==> src/rtl/nina_uart_rx.sv <==
// UART receiver for the NINA module link: 2-flop synchronized RX line, mid-bit
// sampling FSM, optional parity, small receive FIFO and sticky error flags.
module nina_uart_rx #(
  parameter int CLKS_PER_BIT = 1042,
  parameter int FIFO_DEPTH   = 4,
  parameter int PARITY_EN    = 0,
  parameter int PARITY_ODD   = 0
) (
  input  logic                          iCLK,
  input  logic                          iRESETn,
  input  logic                          iRX,
  output logic [7:0]                    oDATA,
  output logic                          oVALID,
  input  logic                          iREADY,
  output logic [$clog2(FIFO_DEPTH):0]   oLEVEL,
  output logic                          oFRAME_ERR,
  output logic                          oPARITY_ERR,
  output logic                          oOVERRUN,
  input  logic                          iCLR_ERR
);

  // state     | meaning
  // ----------+-----------------------------------------------------
  // IDLE      | line high, waiting for a falling edge
  // START     | half-bit wait, confirm start bit still low at centre
  // DATA      | sample 8 data bits, LSB first, at each bit centre
  // PARITY    | sample parity bit and judge it against the data
  // STOP      | sample stop bit, push / discard / flag the frame
  // WAIT_HIGH | framing error seen, wait for line to return high

  localparam int CW = $clog2(CLKS_PER_BIT);
  localparam int AW = $clog2(FIFO_DEPTH);
  localparam int LW = AW + 1;

  localparam logic [CW-1:0] HALF_BIT = CW'(CLKS_PER_BIT / 2 - 1);
  localparam logic [CW-1:0] FULL_BIT = CW'(CLKS_PER_BIT - 1);
  localparam logic [LW-1:0] LVL_FULL = LW'(FIFO_DEPTH);
  localparam logic          ODD_PAR  = (PARITY_ODD != 0);
  localparam logic          HAS_PAR  = (PARITY_EN != 0);

  typedef enum logic [2:0] {
    S_IDLE      = 3'd0,
    S_START     = 3'd1,
    S_DATA      = 3'd2,
    S_PARITY    = 3'd3,
    S_STOP      = 3'd4,
    S_WAIT_HIGH = 3'd5
  } state_t;

  logic          r_rx_meta;
  logic          r_rx_sync;
  state_t        r_state;
  logic [CW-1:0] r_cnt;
  logic [2:0]    r_bit_idx;
  logic [7:0]    r_shift;
  logic          r_par_bad;

  state_t        w_state_nxt;
  logic [CW-1:0] w_cnt_nxt;
  logic [2:0]    w_bit_idx_nxt;
  logic [7:0]    w_shift_nxt;
  logic          w_par_bad_nxt;
  logic          w_push;
  logic          w_set_frame;
  logic          w_set_parity;
  logic          w_tick;

  logic [7:0]    r_mem [FIFO_DEPTH];
  logic [AW-1:0] r_wr_ptr;
  logic [AW-1:0] r_rd_ptr;
  logic [LW-1:0] r_level;
  logic          r_frame_err;
  logic          r_parity_err;
  logic          r_overrun;

  logic          w_full;
  logic          w_pop;
  logic          w_wr;
  logic          w_set_overrun;

  always_ff @(posedge iCLK or negedge iRESETn) begin
    if (!iRESETn) begin
      r_rx_meta <= 1'b1;
      r_rx_sync <= 1'b1;
    end else begin
      r_rx_meta <= iRX;
      r_rx_sync <= r_rx_meta;
    end
  end

  always_ff @(posedge iCLK or negedge iRESETn) begin
    if (!iRESETn) begin
      r_state   <= S_IDLE;
      r_cnt     <= '0;
      r_bit_idx <= '0;
      r_shift   <= '0;
      r_par_bad <= 1'b0;
    end else begin
      r_state   <= w_state_nxt;
      r_cnt     <= w_cnt_nxt;
      r_bit_idx <= w_bit_idx_nxt;
      r_shift   <= w_shift_nxt;
      r_par_bad <= w_par_bad_nxt;
    end
  end

  assign w_tick = (r_cnt == '0);

  always_comb begin
    w_state_nxt   = r_state;
    w_cnt_nxt     = r_cnt;
    w_bit_idx_nxt = r_bit_idx;
    w_shift_nxt   = r_shift;
    w_par_bad_nxt = r_par_bad;
    w_push        = 1'b0;
    w_set_frame   = 1'b0;
    w_set_parity  = 1'b0;

    case (r_state)
      S_IDLE: begin
        if (!r_rx_sync) begin
          w_state_nxt   = S_START;
          w_cnt_nxt     = HALF_BIT;
          w_bit_idx_nxt = '0;
          w_par_bad_nxt = 1'b0;
        end
      end
      S_START: begin
        if (!w_tick) begin
          w_cnt_nxt = r_cnt - 1'b1;
        end else if (!r_rx_sync) begin
          w_state_nxt = S_DATA;
          w_cnt_nxt   = FULL_BIT;
        end else begin
          w_state_nxt = S_IDLE;
        end
      end
      S_DATA: begin
        if (!w_tick) begin
          w_cnt_nxt = r_cnt - 1'b1;
        end else begin
          w_shift_nxt   = {r_rx_sync, r_shift[7:1]};
          w_cnt_nxt     = FULL_BIT;
          w_bit_idx_nxt = r_bit_idx + 1'b1;
          if (r_bit_idx == 3'd7) begin
            w_state_nxt = HAS_PAR ? S_PARITY : S_STOP;
          end
        end
      end
      S_PARITY: begin
        if (!w_tick) begin
          w_cnt_nxt = r_cnt - 1'b1;
        end else begin
          // XOR over data plus parity bit must equal 0 (even) or 1 (odd)
          w_par_bad_nxt = ((^r_shift) ^ r_rx_sync) != ODD_PAR;
          w_cnt_nxt     = FULL_BIT;
          w_state_nxt   = S_STOP;
        end
      end
      S_STOP: begin
        if (!w_tick) begin
          w_cnt_nxt = r_cnt - 1'b1;
        end else if (r_rx_sync) begin
          w_push       = !r_par_bad;
          w_set_parity = r_par_bad;
          w_state_nxt  = S_IDLE;
        end else begin
          w_set_frame = 1'b1;
          w_state_nxt = S_WAIT_HIGH;
        end
      end
      S_WAIT_HIGH: begin
        if (r_rx_sync) begin
          w_state_nxt = S_IDLE;
        end
      end
      default: begin
        w_state_nxt = S_IDLE;
      end
    endcase
  end

  assign w_full        = (r_level == LVL_FULL);
  assign w_pop         = (r_level != '0) && iREADY;
  // a simultaneous pop frees the slot, so a push into a full FIFO still lands
  assign w_wr          = w_push && (!w_full || w_pop);
  assign w_set_overrun = w_push && w_full && !w_pop;

  always_ff @(posedge iCLK or negedge iRESETn) begin
    if (!iRESETn) begin
      for (int i = 0; i < FIFO_DEPTH; i++) begin
        r_mem[i] <= '0;
      end
      r_wr_ptr <= '0;
      r_rd_ptr <= '0;
      r_level  <= '0;
    end else begin
      if (w_wr) begin
        r_mem[r_wr_ptr] <= r_shift;
        r_wr_ptr        <= r_wr_ptr + 1'b1;
      end
      if (w_pop) begin
        r_rd_ptr <= r_rd_ptr + 1'b1;
      end
      case ({w_wr, w_pop})
        2'b10:   r_level <= r_level + 1'b1;
        2'b01:   r_level <= r_level - 1'b1;
        default: r_level <= r_level;
      endcase
    end
  end

  always_ff @(posedge iCLK or negedge iRESETn) begin
    if (!iRESETn) begin
      r_frame_err  <= 1'b0;
      r_parity_err <= 1'b0;
      r_overrun    <= 1'b0;
    end else begin
      r_frame_err  <= w_set_frame   || (r_frame_err  && !iCLR_ERR);
      r_parity_err <= w_set_parity  || (r_parity_err && !iCLR_ERR);
      r_overrun    <= w_set_overrun || (r_overrun    && !iCLR_ERR);
    end
  end

  assign oDATA       = r_mem[r_rd_ptr];
  assign oVALID      = (r_level != '0);
  assign oLEVEL      = r_level;
  assign oFRAME_ERR  = r_frame_err;
  assign oPARITY_ERR = r_parity_err;
  assign oOVERRUN    = r_overrun;

endmodule

==> config.mk <==
export PLATFORM = sky130hd
export DESIGN_NAME = nina_uart_rx
export DESIGN_NICKNAME = d
export VERILOG_FILES = /design/src/rtl/nina_uart_rx.sv
export SDC_FILE = /design/constraint.sdc
export NUM_CORES = 1
export LEC_CHECK = 0
export BUFFER_PORTS_ARGS = -buffer_cell sky130_fd_sc_hd__buf_2
export CAP_MARGIN = 20
export CORE_ASPECT_RATIO = 1.4
export CORE_MARGIN = 2
export CORE_UTILIZATION = 65
export DETAILED_ROUTE_END_ITERATION = 6
export PLACE_DENSITY = 0.81
export RECOVER_POWER = 50
export SLEW_MARGIN = 5
export SYNTH_ARGS = -nofsm -noshare
export SYNTH_HDL_FRONTEND = slang
export SYNTH_SLANG_ARGS = --single-unit
==> constraint.sdc <==
create_clock -name iCLK -period 4.5 [get_ports iCLK]
set_input_delay 1.125 -clock iCLK [delete_from_list [all_inputs] [get_ports iCLK]]
set_output_delay 1.125 -clock iCLK [all_outputs]
set_load 0.005 [all_outputs]
* Word level (Yosys, flattened, before mapping)
Index checks and enable logic that the tools add are counted.
** Operators by class
- Eq/ne operators :: 18
- Add/sub/neg operators :: 6
- Reductions and logical operators :: 30
- Bitwise logic cells :: 3
- Magnitude comparators :: 3
- Mux-type cells :: 37
** Operators by type and width (count)
- 11-bit 2-to-1 mux :: 5
- 11-bit case mux with 4 select lines :: 1
- 32-bit bitwise mux :: 1
- 3-bit 2-to-1 mux :: 10
- 8-bit 2-to-1 mux :: 3
- 3-bit case mux with 6 select lines :: 1
- 8-bit binary-select mux with 2-bit select :: 1
- 8-bit demux with 2-bit select :: 1
- 2-bit != test, second input constant :: 8
- 3-bit equality test, second input constant :: 4
- 3-bit case mux with 2 select lines :: 2
- 11-bit logical NOT :: 1
- 11-bit by 1-bit subtractor with 11-bit output, second input constant :: 1
- 1-bit 2-to-1 mux :: 10
- 1-bit logical AND :: 8
- 8-bit parity :: 1
- 7-bit AND reduction :: 1
- 3-bit by 1-bit adder with 3-bit output, second input constant :: 2
- 3-bit by 2-bit equality test with 1-bit output, second input constant :: 2
- 3-bit >= comparator, second input constant :: 2
- 2-bit NOT with 3-bit output :: 2
- 2-bit nonzero test :: 3
- 2-bit by 1-bit adder with 2-bit output, second input constant :: 2
- 1-bit logical NOT :: 4
- 17 further kinds :: 21
** Storage, ports and cells
- Output and inout bits :: 15
- Register bits :: 70
- Bits of input ports :: 5
- Word-level logic and storage cells :: 114

* Depth between registers and ports, before layout
- Depth in word-level cells :: 7
- Gate-level depth with buffers :: 12
- Gate-level depth less buffers :: 11

* Worst setup path after synthesis
Ideal clock, no wire load.
- Kind :: input port to flip-flop
- Start point :: in iREADY
- End point :: reg r_level[2] (netlist: oLEVEL[2])
- Data required time :: 4.421 ns
- Setup slack :: 1.590 ns
- Data arrival time :: 2.831 ns
- Buffers on the path :: 0
- Library setup time :: 0.079 ns
- Stages on the path :: 9
- Cells stage by stage :: nor4b_1 > nor2_1 > nand3_1 > ha_1 > inv_1 > fa_1 > xor2_1 > nor2_1 > xor2_1
** Between the ends
- Word-level cells in the longest chain between the ends :: 5
- Elaborated cells between the ends (all ways) :: 7
- Classes of those cells :: 2 x eq/ne; 1 x mux; 4 x reduce/logical
** Ends and longest elaborated chain
- start: declaration :: line 14 : input logic iREADY,
- 1-bit logical AND * :: line 184 : assign w_pop = (r_level != '0) && iREADY;
- 1-bit logical OR :: line 186 : assign w_wr = w_push && (!w_full || w_pop);
- 1-bit logical AND :: line 186
- 2-bit by 1-bit equality test with 1-bit output or 2-bit equality test (tied branches) :: line 205 : case ({w_wr, w_pop})
- 3-bit case mux with 2 select lines or 2-bit nonzero test (tied branches)
- end signal: assignment :: line 206 : 2'b10: r_level <= r_level + 1'b1;
- end signal: assignment :: line 207 : 2'b01: r_level <= r_level - 1'b1;
- end signal: assignment :: line 208 : default: r_level <= r_level;
- end: declaration :: line 71 : logic [LW-1:0] r_level;
Every way passes the cells marked *; elsewhere a longest branch is shown, timed or not.
A chain may end at the register's enable or synchronous reset.

* Worst setup path in the final report
- Start point :: reg r_rd_ptr[0]
- End point :: out oDATA[3]
** Between the ends
- Word-level cells in the longest chain between the ends :: 4
** Ends and longest elaborated chain
- start: declaration :: line 70 : logic [AW-1:0] r_rd_ptr;
- start signal: assignment :: line 203 : r_rd_ptr <= r_rd_ptr + 1'b1;
- 2-bit NOT with 3-bit output (not written as such) :: line 225 : assign oDATA = r_mem[r_rd_ptr];
- 8-bit binary-select mux with 2-bit select :: line 225
- 8-bit 2-to-1 mux (not written as such) (2 in series) :: line 225
- end: declaration :: line 12 : output logic [7:0] oDATA,
No other way between the ends. The select of a mux whose other input is x is not followed.

==> out/metrics.csv <==
metric,value,unit
ctsHoldBuffers,0,
slew_headroom,-18.63,%
n_antenna_cell,0,
leakagePower,1.808,nW
die_w,65.60,µm
clock_latency,0.36,ns
finalHoldViolCount,0,
postCtsSetupBuffers,0,
grt_start_max_net_pins,35,
r2r-start,r_cnt[0],
cellPowerDensity,322.7,mW/mm²
seq_area_frac_synth,50.80,%
port_buffers,19,
worstHoldStart,r_rx_meta,
final_nets,341,
synth_ff_type,dfrtp_1,
timing.clock.skew,0.01299,ns
clockBufferDepth,2,
post-dp-hpwl,4.866,mm
die_y,90.25,µm
r2r_cells,8,
drt_iter0_drc,177,
wl_per_cell,17.41,µm
postRouteAntennaNets,0,
crit_path_end_kind,output pin,
synthDistinctLibCells,49,
synth-edff-count,0,
crit_type,reg -> out,
r2r_end,r_shift[0],
setup_slack,1.575,ns
fin_crit_sh,65.01,%
dieArea,0.005920,mm²
hold_slack,0.3585,ns
via_per_inst,6.063,
antenna_found_initial,0,
crit_path_top_delay_cell,dfrtp_1,
r2r_slack,1.82,ns
synth.avg_cell_area,11.29,µm²
holdPathEnd,r_rx_sync,
status,finished with violations,
rows,31,
crit_fanout,10,
yosys.area.top_type,dfrtp_1,
fin_cells,398,
synth_top_area_share,49.28,%
cts_buffers,9,
max_freq,341.8,MHz
fp.coreArea,0.005159,mm²
syn_area,0.003453,mm²
root_buffer,clkbuf_8,
start_util,66.94,%
cts_tree,built,
ys_warn_count,0,
post-place-ws,1.245,ns
grt_usage,26.64,%
drc,0,
fin_crit,2.925,ns
dp.cells,382,
cpPeakStageDelay,0.72,ns
cp-start-kind,register,
crit_chain,"mux4_2, buf_2",
hp-class,reg -> reg,
fin_area,0.003829,mm²
htree_levels,3,
num-fill-cells,344,
place_area,0.003608,mm²
syn_inst,306,
fin_setup_tns,0,ns
path_clk_slew,0.08,ns
syn2layout_area_growth,10.87,%
synth_nets,320,
worstPathArrival,1.80,ns
cts_num_sinks,70,
grt-ovfl-total,0,
gp_congestion,0.8685,
rsz0062_at_grt,no,
grt_pass1_wl,11.99,mm
ir_drop,0.1907,mV
startpoint,r_rd_ptr[0],
cp.required,3.38,ns
cts-resized-gates,0,
cap_violations,1,
wirelength,6.928,mm
synth_area_leaders,"dfrtp_1 (49%), mux2_2 (10%), mux4_2 (5.2%)",
drt_pass1_iterations,4,
vias,2413,
setup_viol,0,
drive_above_1_share,25.30,%
max_slew.worst_pin.slew,1.779,ns
drv_slew,35,
violations,"max-capacitance violations, max-slew violations",
pin_count,20,
synth-async-reset-ratio,100.0,%
grt_pass1_vias,2493,
synth_seq_cells,70,
hold_depth,0,
synthesized netlist by cell type (2+ instances only):
| cell | instances |
|---|---|
| o22ai_1 | 5 |
| o221ai_1 | 2 |
| or2_2 | 2 |
| a211oi_1 | 2 |
| xor2_1 | 3 |
| o2bb2ai_1 | 3 |
| inv_1 | 15 |
| a21oi_1 | 8 |
| or3_1 | 5 |
| dfstp_2 | 2 |
| clkbuf_1 | 10 |
| o21ai_0 | 15 |
| nand2_1 | 40 |
| nand2_2 | 4 |
| nand2b_1 | 4 |
| mux2i_1 | 2 |
| nand3_1 | 6 |
| nor3_1 | 10 |
| o31ai_1 | 2 |
| mux4_2 | 8 |
| mux2_2 | 31 |
| nand4_1 | 3 |
| buf_1 | 2 |
| xnor2_1 | 9 |
| dfrtp_1 | 68 |
| nor4_1 | 4 |
| nor2_1 | 12 |
| ha_1 | 8 |
final cells by class:
class / instances / area, µm² / share of cell area (%)
multi-input cells: 209 / 1598 / 41.73
clock inverters: 6 / 92.59 / 2.418
well taps: 66 / 82.58 / 2.157
repair buffers: 22 / 107.6 / 2.810
inverters: 15 / 56.30 / 1.471
flip-flops and latches: 70 / 1754 / 45.82
clock buffers: 10 / 137.6 / 3.595
per-stage QoR:
step | power [mW] | utilization [%]
after floorplan | 0.6473 | -
after global placement | 0.6637 | 69.95
after detailed placement | 0.6638 | 69.95
after CTS | 1.241 | 74.41
after global routing | 1.272 | 74.22
final | 1.235 | 74.22
power by group:
group	switching (mW)	internal, mW
clock	0.255	0.331
sequential	0.00172	0.630
combinational	0.0149	0.00297
total	0.271	0.964
worst max-delay path, delay by kind of cell (launching register included):
family	cells	cell delay, ns
flip-flops	1	0.72
buffers and inverters	1	0.14
multiplexers	1	0.58
flip-flops by register name (all words and copies together) (netlist names):
name         count
r_rd_ptr         2
r_bit_idx        3
r_shift          8
r_wr_ptr         2
oFRAME_ERR       1
r_cnt           11
r_par_bad        1
oPARITY_ERR      1
oLEVEL           3
r_rx_sync        1
oOVERRUN         1
r_state          3
r_mem           32
r_rx_meta        1
kinds of logic after synthesis:
family          Yosys count  share of synthesized area (%)
simple gates             99                          14.28
flops                    70                          50.80
compound gates           46                          8.587
mux                      42                          16.23
buf+inv                  27                          2.935
xor+xnor                 13                          3.696
fa+ha+maj                 9                          3.478
cell usage in the layout (no fill, tap or decap), drive strengths merged, types with 3 or more instances in the layout:
| master | n |
|---|---|
| dfrtp | 68 |
| nand2 | 44 |
| mux2 | 32 |
| buf | 18 |
| inv | 17 |
| o21ai | 15 |
| clkbuf | 14 |
| nor2 | 12 |
| nor3 | 10 |
| xnor2 | 9 |
| mux4 | 8 |
| a21oi | 8 |
| ha | 8 |
| nand3 | 6 |
| or3 | 5 |
| o22ai | 5 |
| nor4 | 5 |
| nand2b | 4 |
| nand4 | 3 |
| xor2 | 3 |
| o2bb2ai | 3 |
worst max path at each step:
stage	endpoint	slack (ns)	cells after the start
final	oDATA[3]	1.57	2
after global routing	r_shift[3]	1.03	2
after CTS	oDATA[3]	1.53	2
after detailed placement	oLEVEL[2]	1.24	10
after global placement	oLEVEL[2]	1.35	10
after floorplan	oLEVEL[2]	1.59	9
per-layer routing:
metal	vias to the layer above	share of wire, %	global-route usage, %
met5	-	0	0
met1	1214	40	31.58
met4	0	1.8	7.986
met3	14	3.4	6.133
met2	54	55	47.19
li1	1131	-	-
Power figures use the tool's default switching activity.
